==> config.mk <==
export PLATFORM = sky130hd
export DESIGN_NAME = slc3_mem_bridge
export DESIGN_NICKNAME = d
export VERILOG_FILES = /design/src/rtl/slc3_mem_pkg.sv /design/src/rtl/slc3_mem_bridge_sync2.sv /design/src/rtl/slc3_mem_bridge.sv
export SDC_FILE = /design/constraint.sdc
export NUM_CORES = 1
export LEC_CHECK = 0
export CORE_MARGIN = 2
export CORE_UTILIZATION = 48
export CTS_CLUSTER_DIAMETER = 80
export DETAILED_ROUTE_END_ITERATION = 8
export PLACE_DENSITY = 0.86
export SETUP_SLACK_MARGIN = 0.3
export SLEW_MARGIN = 30
export SYNTH_ARGS = -nofsm -noshare
export SYNTH_HDL_FRONTEND = slang
export SYNTH_SLANG_ARGS = --single-unit
==> constraint.sdc <==
create_clock -name clk -period 5.4 [get_ports clk]
set_clock_uncertainty 0.1 [all_clocks]
set_input_delay 1.08 -clock clk [delete_from_list [all_inputs] [get_ports clk]]
set_output_delay 1.08 -clock clk [all_outputs]
set_load 0.02 [all_outputs]
==> src/rtl/slc3_mem_pkg.sv <==
// slc3_mem_pkg: shared state encoding, MMIO addresses and default BRAM latency for the SLC-3 memory bridge.
package slc3_mem_pkg;
  typedef enum logic [2:0] {IDLE, ISSUE, WAIT, DONE, HOLD} mem_state_t;
  localparam logic [15:0] IO_HEX_ADDR = 16'hFFFF;
  localparam logic [15:0] IO_LED_ADDR = 16'hFFFE;
  localparam int RAM_LATENCY_DEF = 2;
endpackage

==> src/rtl/slc3_mem_bridge_sync2.sv <==
// sync2: 16-bit two-flop synchroniser for the asynchronous board switches.
module sync2 (
  input  logic        clk,
  input  logic        reset,
  input  logic [15:0] d_i,
  output logic [15:0] q_o
);
  logic [15:0] meta_q, sync_q;
  always_ff @(posedge clk or posedge reset)
    if (reset) begin
      meta_q <= '0;
      sync_q <= '0;
    end else begin
      meta_q <= d_i;
      sync_q <= meta_q;
    end
  assign q_o = sync_q;
endmodule

==> src/rtl/slc3_mem_bridge.sv <==
// slc3_mem_bridge: sequences SLC-3 memory requests onto a registered-output BRAM and MMIO (switches/hex at xFFFF).
// Define MMIO_LED_EN to map an LED register at xFFFE; otherwise that address is plain BRAM and led_o is 0.
module slc3_mem_bridge
  import slc3_mem_pkg::*;
#(
  parameter int RAM_LATENCY = RAM_LATENCY_DEF
) (
  input  logic        clk,
  input  logic        reset,
  input  logic        mem_mem_ena,
  input  logic        mem_wr_ena,
  input  logic [15:0] addr,
  input  logic [15:0] data_from_cpu,
  output logic [15:0] data_to_cpu,
  output logic        mem_ready,
  input  logic [15:0] sw_i,
  output logic [15:0] hex_o,
  output logic [15:0] led_o,
  output logic [15:0] bram_addr,
  output logic [15:0] bram_din,
  output logic        bram_ena,
  output logic        bram_we,
  input  logic [15:0] bram_dout
);
  if (RAM_LATENCY < 1 || RAM_LATENCY > 7) begin : g_bad_latency
    $error("RAM_LATENCY must be within 1..7");
  end
`ifdef MMIO_LED_EN
  localparam bit LED_EN = 1'b1;
`else
  localparam bit LED_EN = 1'b0;
`endif
  mem_state_t  state_q, state_d;
  logic [2:0]  cnt_q, cnt_d;
  logic [15:0] data_q, data_d, hex_q, hex_d, led_q, led_d;
  logic [15:0] addr_q, addr_d, din_q, din_d;
  logic        ena_q, ena_d, we_q, we_d;
  logic [15:0] sw_sync;
  logic        is_hex, is_led;
  sync2 u_sync2 (
    .clk   (clk),
    .reset (reset),
    .d_i   (sw_i),
    .q_o   (sw_sync)
  );
  assign is_hex = addr == IO_HEX_ADDR;
  assign is_led = LED_EN && addr == IO_LED_ADDR;
  // The BRAM port registers double as the request latch: they are loaded only on accept.
  always_comb begin
    state_d = state_q;
    cnt_d   = cnt_q;
    data_d  = data_q;
    hex_d   = hex_q;
    led_d   = led_q;
    addr_d  = addr_q;
    din_d   = din_q;
    ena_d   = 1'b0;
    we_d    = 1'b0;
    case (state_q)
      IDLE: if (mem_mem_ena) begin
        if (is_hex || is_led) begin
          state_d = DONE;
          hex_d   = (mem_wr_ena && is_hex) ? data_from_cpu : hex_q;
          led_d   = (mem_wr_ena && is_led) ? data_from_cpu : led_q;
          data_d  = mem_wr_ena ? data_q : (is_hex ? sw_sync : led_q);
        end else begin
          state_d = ISSUE;
          ena_d   = 1'b1;
          we_d    = mem_wr_ena;
          addr_d  = addr;
          din_d   = data_from_cpu;
        end
      end
      ISSUE: begin
        state_d = we_q ? DONE : WAIT;
        cnt_d   = 3'(RAM_LATENCY - 1);
      end
      WAIT: begin
        state_d = (cnt_q == 3'd0) ? DONE : WAIT;
        cnt_d   = (cnt_q == 3'd0) ? cnt_q : cnt_q - 3'd1;
        data_d  = (cnt_q == 3'd0) ? bram_dout : data_q;
      end
      DONE:    state_d = mem_mem_ena ? HOLD : IDLE;
      HOLD:    state_d = mem_mem_ena ? HOLD : IDLE;
      default: state_d = IDLE;
    endcase
  end
  always_ff @(posedge clk or posedge reset)
    if (reset) begin
      state_q <= IDLE;
      cnt_q   <= '0;
      data_q  <= '0;
      hex_q   <= '0;
      led_q   <= '0;
      addr_q  <= '0;
      din_q   <= '0;
      ena_q   <= 1'b0;
      we_q    <= 1'b0;
    end else begin
      state_q <= state_d;
      cnt_q   <= cnt_d;
      data_q  <= data_d;
      hex_q   <= hex_d;
      led_q   <= led_d;
      addr_q  <= addr_d;
      din_q   <= din_d;
      ena_q   <= ena_d;
      we_q    <= we_d;
    end
  assign data_to_cpu = data_q;
  assign mem_ready   = state_q == DONE;
  assign hex_o       = hex_q;
  assign led_o       = LED_EN ? led_q : 16'h0000;
  assign bram_addr   = addr_q;
  assign bram_din    = din_q;
  assign bram_ena    = ena_q;
  assign bram_we     = we_q;
endmodule

# Word level (Yosys, flattened, before mapping)
# Cells that the tools add are included.
# totals
ff_bits	104
# op_classes
add_sub_neg	1
n_mux	19
n_reduce_logical	10
eq_ne	10
bitwise_logic	1
# op_table
op	n
$mux W16	4
$pmux W16 S2	1
$eq A16 B16 Y1 const B	1
$pmux W3 S4	1
$ne A2 B2 Y1 const B	5
$mux W3	3
$mux W1	8
$eq A3 B2 Y1 const B	2
$logic_not A3 Y1	2
$pmux W3 S2	1
$reduce_and A5 Y1	1
$reduce_and A4 Y1	1
$reduce_bool A2 Y1	2
$eq A3 B1 Y1 const B	1
$eq A3 B3 Y1 const B	1
$reduce_and A3 Y1	1
$sub A3 B1 Y3 const B	1
$mux W2	1
$reduce_and A2 Y1	1
$reduce_or A2 Y1	1
$logic_and A1 B1 Y1	1
$not A1 Y1	1

# Logic depth before layout (Yosys ltp)
# Gate-level depths: netlist of run 1.
# logic_depth
ltp_word	4
ltp_mapped	8
ltp_nobuf	7

# Modules after synthesis
# A second synthesis of run 1 with hierarchy kept.
# hier_totals
cells_unflattened	257
hier_area_um2	3986.3
# by_module_without_submodules
mod	cells_each	n_inst	seq_area_each_um2	area_each_um2
slc3_mem_bridge	224	1	1801.7	3181.8
sync2	33	1	800.8	804.5

# Worst setup path after synthesis of run 1
# OpenSTA, ideal clock, no wires.
# synth_path
path_type	in2reg
start	in addr[6]
end	reg hex_q[0] (netlist: hex_o[0])
slack_ns	2.893
t_arrival_ns	2.282
path_stages	6
path_cell_list	nand4_1 > nor4_4 > and3_1 > buf_6 > buf_12 > mux2_4
# synth_between
elab_chain_len	3
# synth_rtl
item	line_no	source
from (decl)	slc3_mem_bridge.sv:12	input logic [15:0] addr,
$eq A16 B16 Y1 *	slc3_mem_bridge.sv:46	assign is_hex = addr == IO_HEX_ADDR;
$logic_and A1 B1 Y1	slc3_mem_bridge.sv:63	hex_d = (mem_wr_ena && is_hex) ? data_from_cpu : hex_q;
$reduce_and A4 Y1 (no line) *	n/a	
to (signal assigned)	slc3_mem_bridge.sv:93	hex_q <= '0;
to (signal assigned)	slc3_mem_bridge.sv:103	hex_q <= hex_d;
to (decl)	slc3_mem_bridge.sv:35	logic [15:0] data_q, data_d, hex_q, hex_d, led_q, led_d;
# Every way passes the cells marked *; elsewhere a longest branch is shown, timed or not.
# A chain may end at the register's enable or synchronous reset.

# Final worst setup path of run 1
# layout_path
start	in addr[2]
end	reg hex_q[14] (netlist: hex_o[14])
# The elaborated chain is that of the path after synthesis.

==> flow_metrics.env, run 1 <==
export IMPL_synth_seq_area_share=0.635
export IMPL_yosysTopAreaCellShare=0.635
export IMPL_die_height_um=96.4
export IMPL_seqCellArea_um2=2600
export IMPL_fillers=605
export IMPL_synthFlopType="dfrtp_1"
export IMPL_power_mw=2.81
export IMPL_synth_area_um2=4100
export IMPL_syn_inst=261
export IMPL_crit_buf_inv=1
export IMPL_synth_edf_count=0
export IMPL_cts_clk_slew_worst_paths_ps=110
export IMPL_report_final_slew_viol_count=0
export IMPL_endpoint_kind="flip-flop"
export IMPL_power_density_nw_per_um2=502
export IMPL_antenna_found_initial=0
export IMPL_wirelength_um=8160
export IMPL_synth_top_cells_by_count="dfrtp_1, mux2_2, buf_4"
export IMPL_async_reset_ff_frac=1.00
export IMPL_rsz0062_at_grt="no"
export IMPL_vias_per_cell=4.86
export IMPL_holdPathEnd="u_sync2.q_o[5]"
export IMPL_grt_remaining_overflow=0
export IMPL_clkLatencyLatePin_ps=350
export IMPL_tightest_slew_ps=947
export IMPL_hold_path_class="flip-flop to flip-flop"
export IMPL_cts_buffers=9
export IMPL_root_buffer="clkbuf_8"
export IMPL_ctsHtreeMaxLevel=3
export IMPL_multi_input_area_um2=1280
export IMPL_antennaDiodeCount=0
export IMPL_first_pass_iters=4
export IMPL_synthToLayoutAreaGrowth_pct=36.3
export IMPL_holdPathStages=0
export IMPL_power_leakage_nw=2.44
export IMPL_fin_crit_sh=0.596
export IMPL_min_from="u_sync2.meta_q[5]"
export IMPL_crit_path_start_kind="input port"
export IMPL_crit_chain="clkdlybuf4s50_1, nand4_2, nor4_4, and3_1, mux2_2"
export IMPL_slowest_delay_ps=830
export IMPL_final_hold_viol_count=0
export IMPL_post_place_ws_ps=1770
export IMPL_io_pins=151
export IMPL_status="completed"
export IMPL_synth_cell_types=30
export IMPL_cts_setup_buffers=0
export IMPL_dieArea_um2=9290
export IMPL_holdBufCountCts=0
export IMPL_cts_resized=0
export IMPL_reg2reg_depth=4
export IMPL_cts_buffer_depth=2
export IMPL_grt_use_total=0.178
export IMPL_gp_congestion=0.794
export IMPL_layout_nets=465
export IMPL_layout_drive_gt1_share=0.263
export IMPL_yosysWarnings=0
export IMPL_worstPathArrival_ps=3360
export IMPL_cp_slowest_cell="and3_1"
export IMPL_hpwl_um=5790
export IMPL_r2r_start="state_q[0]"
export IMPL_cts_sinks=104
export IMPL_portBuffers=134
export IMPL_synth_largest_area_cell="dfrtp_1"
export IMPL_grt_max_degree=85
export IMPL_final_antenna_net_count=0
export IMPL_grt_pass1_vias=2586
export IMPL_grt_first_pass_wirelength_um=12600
export IMPL_drc=0
export IMPL_crit_path_max_fanout=16
export IMPL_critical_path_top_delay_family="simple AND/OR/NAND/NOR gates"
export IMPL_avgSynthCellArea_um2=15.7
export IMPL_cts_tree="yes"
export IMPL_dr_first_iter_drc_count=72
export IMPL_cap_violations=0
export IMPL_synth_area_leaders="dfrtp_1, mux2_2, mux2_4"
export IMPL_reg2reg_setup_slack_ps=3040
export IMPL_rows=33
export IMPL_worst_slack_ps=2180
export IMPL_peakVddDrop_mv=0.251
export IMPL_setup_tns_ps=0
export IMPL_relSlewSlack=0.369
export IMPL_coreArea_um2=8260
export IMPL_post_drt_wl_per_cell_um=16.2
export IMPL_synth_seq_cells=104
export IMPL_die_w_um=96.4
export IMPL_finalCriticalPeriod_ps=3220
export IMPL_yosysMostFrequentCell="dfrtp_1"
export IMPL_via_count=2453
export IMPL_cp_required_ps=5540
export IMPL_max_freq_ghz=0.311
export IMPL_r2r_end="hex_o[14]"
export IMPL_fin_hold_ws_ps=249
export IMPL_setup_viol=0
export IMPL_worstSetupPathType="input port to flip-flop"
export IMPL_start_util=0.496
per-layer routing:
layer / global-route usage / up-vias / wire (µm)
met5: 0 / - / 0
met1: 0.217 / 1215 / 3290
li1: - / 1135 / -
met3: 0.0497 / 11 / 559
met4: 0.0540 / 0 / 100
met2: 0.310 / 92 / 4220
worst reg2reg max path, delay by kind of cell (launching register included):
family / cells / cell delay [ps]
flip-flops: 1 / 530
AND/OR/NAND/NOR: 3 / 1190
multiplexers: 1 / 430
state kept, by name, summed over array words and instances (netlist names):
name and count:
state_q 3, data_to_cpu 16, cnt_q 3, bram_addr 16, u_sync2.q_o 16, hex_o 16
bram_din 16, bram_ena 1, u_sync2.meta_q 16, bram_we 1
stage by stage:
step,instances,util,area [µm²]
2_1_floorplan,276,-,4150
3_3_place_gp,489,0.653,5400
3_5_place_dp,489,0.654,5400
4_1_cts,505,0.676,5580
5_1_grt,505,0.676,5580
6_report,505,0.676,5580
how the worst max path moves through the flow:
stage | end | slack [ps] | startpoint | cells past startpoint
after CTS | hex_o[14] | 2160 | addr[2] | 5
after global routing | hex_o[14] | 2060 | addr[1] | 5
after global placement | hex_o[10] | 1850 | addr[7] | 5
final | hex_o[14] | 2180 | addr[2] | 5
after detailed placement | hex_o[11] | 1770 | addr[2] | 5
after floorplan | bram_addr[0] | 1490 | reset | 1
kinds of logic after synthesis:
| group | count (synthesis) | share of synthesized area |
|---|---|---|
| other | 1 | 0.000915 |
| multiplexers | 81 | 0.232 |
| AO/OA/AOI/OAI | 13 | 0.0199 |
| AND/OR/NAND/NOR | 26 | 0.0403 |
| flip-flops | 104 | 0.635 |
| adder cells (fa/ha/maj) | 2 | 0.00611 |
| buffers and inverters | 34 | 0.0657 |
area by class of cell:
class                   instances  share of cell area
clock buffers                   9              0.0222
clock inverters                 7              0.0108
inverters                       6             0.00493
multi-input cells             138               0.229
flip-flops and latches        104               0.466
well taps                     105              0.0235
repair buffers                136               0.243
placed cells by master, fill, tap and decap left out, types with 2 or more instances in the layout:
cell type | synthesis | layout
a211oi_1 | 2 | 2
a21oi_1 | 5 | 5
and3_1 | 2 | 2
buf_4 | 19 | 2
clkbuf_8 | 0 | 9
clkdlybuf4s50_1 | 0 | 134
conb_1 | 1 | 16
dfrtp_1 | 104 | 104
ha_1 | 2 | 2
inv_1 | 5 | 4
inv_6 | 0 | 5
mux2_2 | 71 | 71
mux2_4 | 10 | 10
nand2_1 | 5 | 5
nand2b_1 | 2 | 2
nand4_1 | 3 | 3
nor2_1 | 8 | 8
o21ai_0 | 3 | 3
power breakdown:
group / leakage (nW) / switching [mW] / internal, mW
clock network: 0.0969 / 0.276 / 0.178
logic: 1.08 / 0.564 / 0.659
registers: 1.27 / 0.128 / 0.999
(Power assumes the default switching activity.)
==> inputs of run 2 (changes only) <==
Settings changed: CORE_UTILIZATION 48 to 44, PLACE_DENSITY 0.86 to 0.79.
Clock period 5.4 ns to 3.2 ns, I/O delays scaled along.
==> run 2 against run 1 <==
Net effect:
- register-to-register slack worse by 2100 ps
- routed wire length is 1.7% lower
- clock-buffer cell count stayed put
- utilization is 6.0 points lower
- final cell count is 1.8% higher
- final area is 0.96% higher
- total power is 70% higher
==> flow_metrics.env, run 2 (synthesis results as in run 1) <==
export IMPL_cts_resized=0
export IMPL_postPlaceCellArea_um2=5440
export IMPL_root_buffer="clkbuf_8"
export IMPL_fin_crit_sh=0.795
export IMPL_clkLatencyLatePin_ps=360
export IMPL_dr_first_iter_drc_count=90
export IMPL_dieArea_um2=10100
export IMPL_dp_cells=498
export IMPL_setup_tns_ps=0
export IMPL_rsz0062_at_grt="no"
export IMPL_start_util=0.448
export IMPL_report_final_slew_viol_count=0
export IMPL_cts_buffers=9
export IMPL_cap_violations=0
export IMPL_cts_clk_slew_worst_paths_ps=110
export IMPL_synthToLayoutAreaGrowth_pct=37.6
export IMPL_final_hold_viol_count=0
export IMPL_antenna_found_initial=0
export IMPL_mostFrequentLayoutCells="clkdlybuf4s50_1, dfrtp_1, mux2_2, conb_1, mux2_4"
export IMPL_final_area_um2=5640
export IMPL_hpwl_um=5690
export IMPL_power_density_nw_per_um2=845
export IMPL_first_pass_iters=4
export IMPL_portBuffers=134
export IMPL_cp_required_ps=2460
export IMPL_worstSetupPathType="flip-flop to output port"
export IMPL_final_antenna_net_count=0
export IMPL_antennaDiodeCount=0
export IMPL_power_leakage_nw=2.46
export IMPL_grt_pass1_vias=2687
export IMPL_grt_remaining_overflow=0
export IMPL_power_mw=4.76
export IMPL_vias_per_cell=4.83
export IMPL_cts_buffer_depth=2
export IMPL_final_common_cell="clkdlybuf4s50_1"
export IMPL_via_count=2482
export IMPL_grt_max_degree=105
export IMPL_cts_tree="yes"
export IMPL_post_drt_wl_per_cell_um=15.6
export IMPL_coreArea_um2=9150
export IMPL_gp_congestion=0.760
export IMPL_worstPathArrival_ps=1800
export IMPL_cts_setup_buffers=0
export IMPL_tightest_slew_ps=795
export IMPL_finalCriticalPeriod_ps=2540
export IMPL_stdcell_count=514
export IMPL_rows=35
export IMPL_layout_nets=468
export IMPL_max_freq_ghz=0.393
export IMPL_fillers=705
export IMPL_cts_sinks=104
export IMPL_endpoint_kind="output port"
export IMPL_post_place_ws_ps=418
export IMPL_io_pins=151
export IMPL_status="completed"
export IMPL_peakVddDrop_mv=0.429
export IMPL_hold_path_class="flip-flop to flip-flop"
export IMPL_grt_first_pass_wirelength_um=13000
export IMPL_die_w_um=100
export IMPL_die_height_um=100
export IMPL_drc=0
export IMPL_worst_slack_ps=657
export IMPL_crit_path_max_fanout=11
export IMPL_ctsHtreeMaxLevel=3
export IMPL_setup_viol=0
export IMPL_holdBufCountCts=0
export IMPL_grt_use_total=0.168
export IMPL_layout_drive_gt1_share=0.268
export IMPL_wirelength_um=8020
export IMPL_crit_path_start_kind="flip-flop"
export IMPL_relSlewSlack=0.468
export IMPL_reg2reg_setup_slack_ps=930
run 2: path summary, 6_finish.rpt:
path,from,to,cells past startpoint
max in group asynchronous,reset,hex_o[9],3
min reg2reg,u_sync2.meta_q[2],u_sync2.q_o[2],0
max,state_q[0],mem_ready,3
min in group asynchronous,reset,bram_ena,3
max reg2reg,state_q[1],data_to_cpu[9],4
min,u_sync2.meta_q[2],u_sync2.q_o[2],0
run 2: report_power, final:
group | internal (mW) | leakage (nW) | switching, mW
Combinational | 1.12 | 1.09 | 0.942
Clock | 0.307 | 0.0970 | 0.483
Sequential | 1.69 | 1.27 | 0.223
Total | 3.12 | 2.46 | 1.65
run 2: cell type report:
cell class	count	area, µm²	area share
tap	111	139	0.0246
inverter	6	26.3	0.00466
sequential	104	2600	0.462
timing repair buffer	139	1390	0.247
clock inverter	7	72.6	0.0129
clock buffer	9	124	0.0220
multi-input combinational	138	1280	0.227
run 2: worst max-delay path: stages (launching register included):
cell and delay, ps:
dfrtp_1 590, nand2_1 90, nor2_1 130, clkdlybuf4s50_1 630
run 2: per-stage QoR:
step                      hold WS (ps)  utilization
after floorplan                    231            -
after global placement             231        0.594
after detailed placement           235        0.594
after CTS                          251        0.616
after global routing               256        0.616
final                              248        0.616
run 2: routing by layer:
| layer | global-route usage | vias to the layer above | part of all wire |
|---|---|---|---|
| met5 | 0 | - | 0 |
| met1 | 0.200 | 1245 | 0.41 |
| met3 | 0.0631 | 11 | 0.071 |
| met4 | 0.0558 | 0 | 0.013 |
| li1 | - | 1134 | - |
| met2 | 0.281 | 92 | 0.51 |
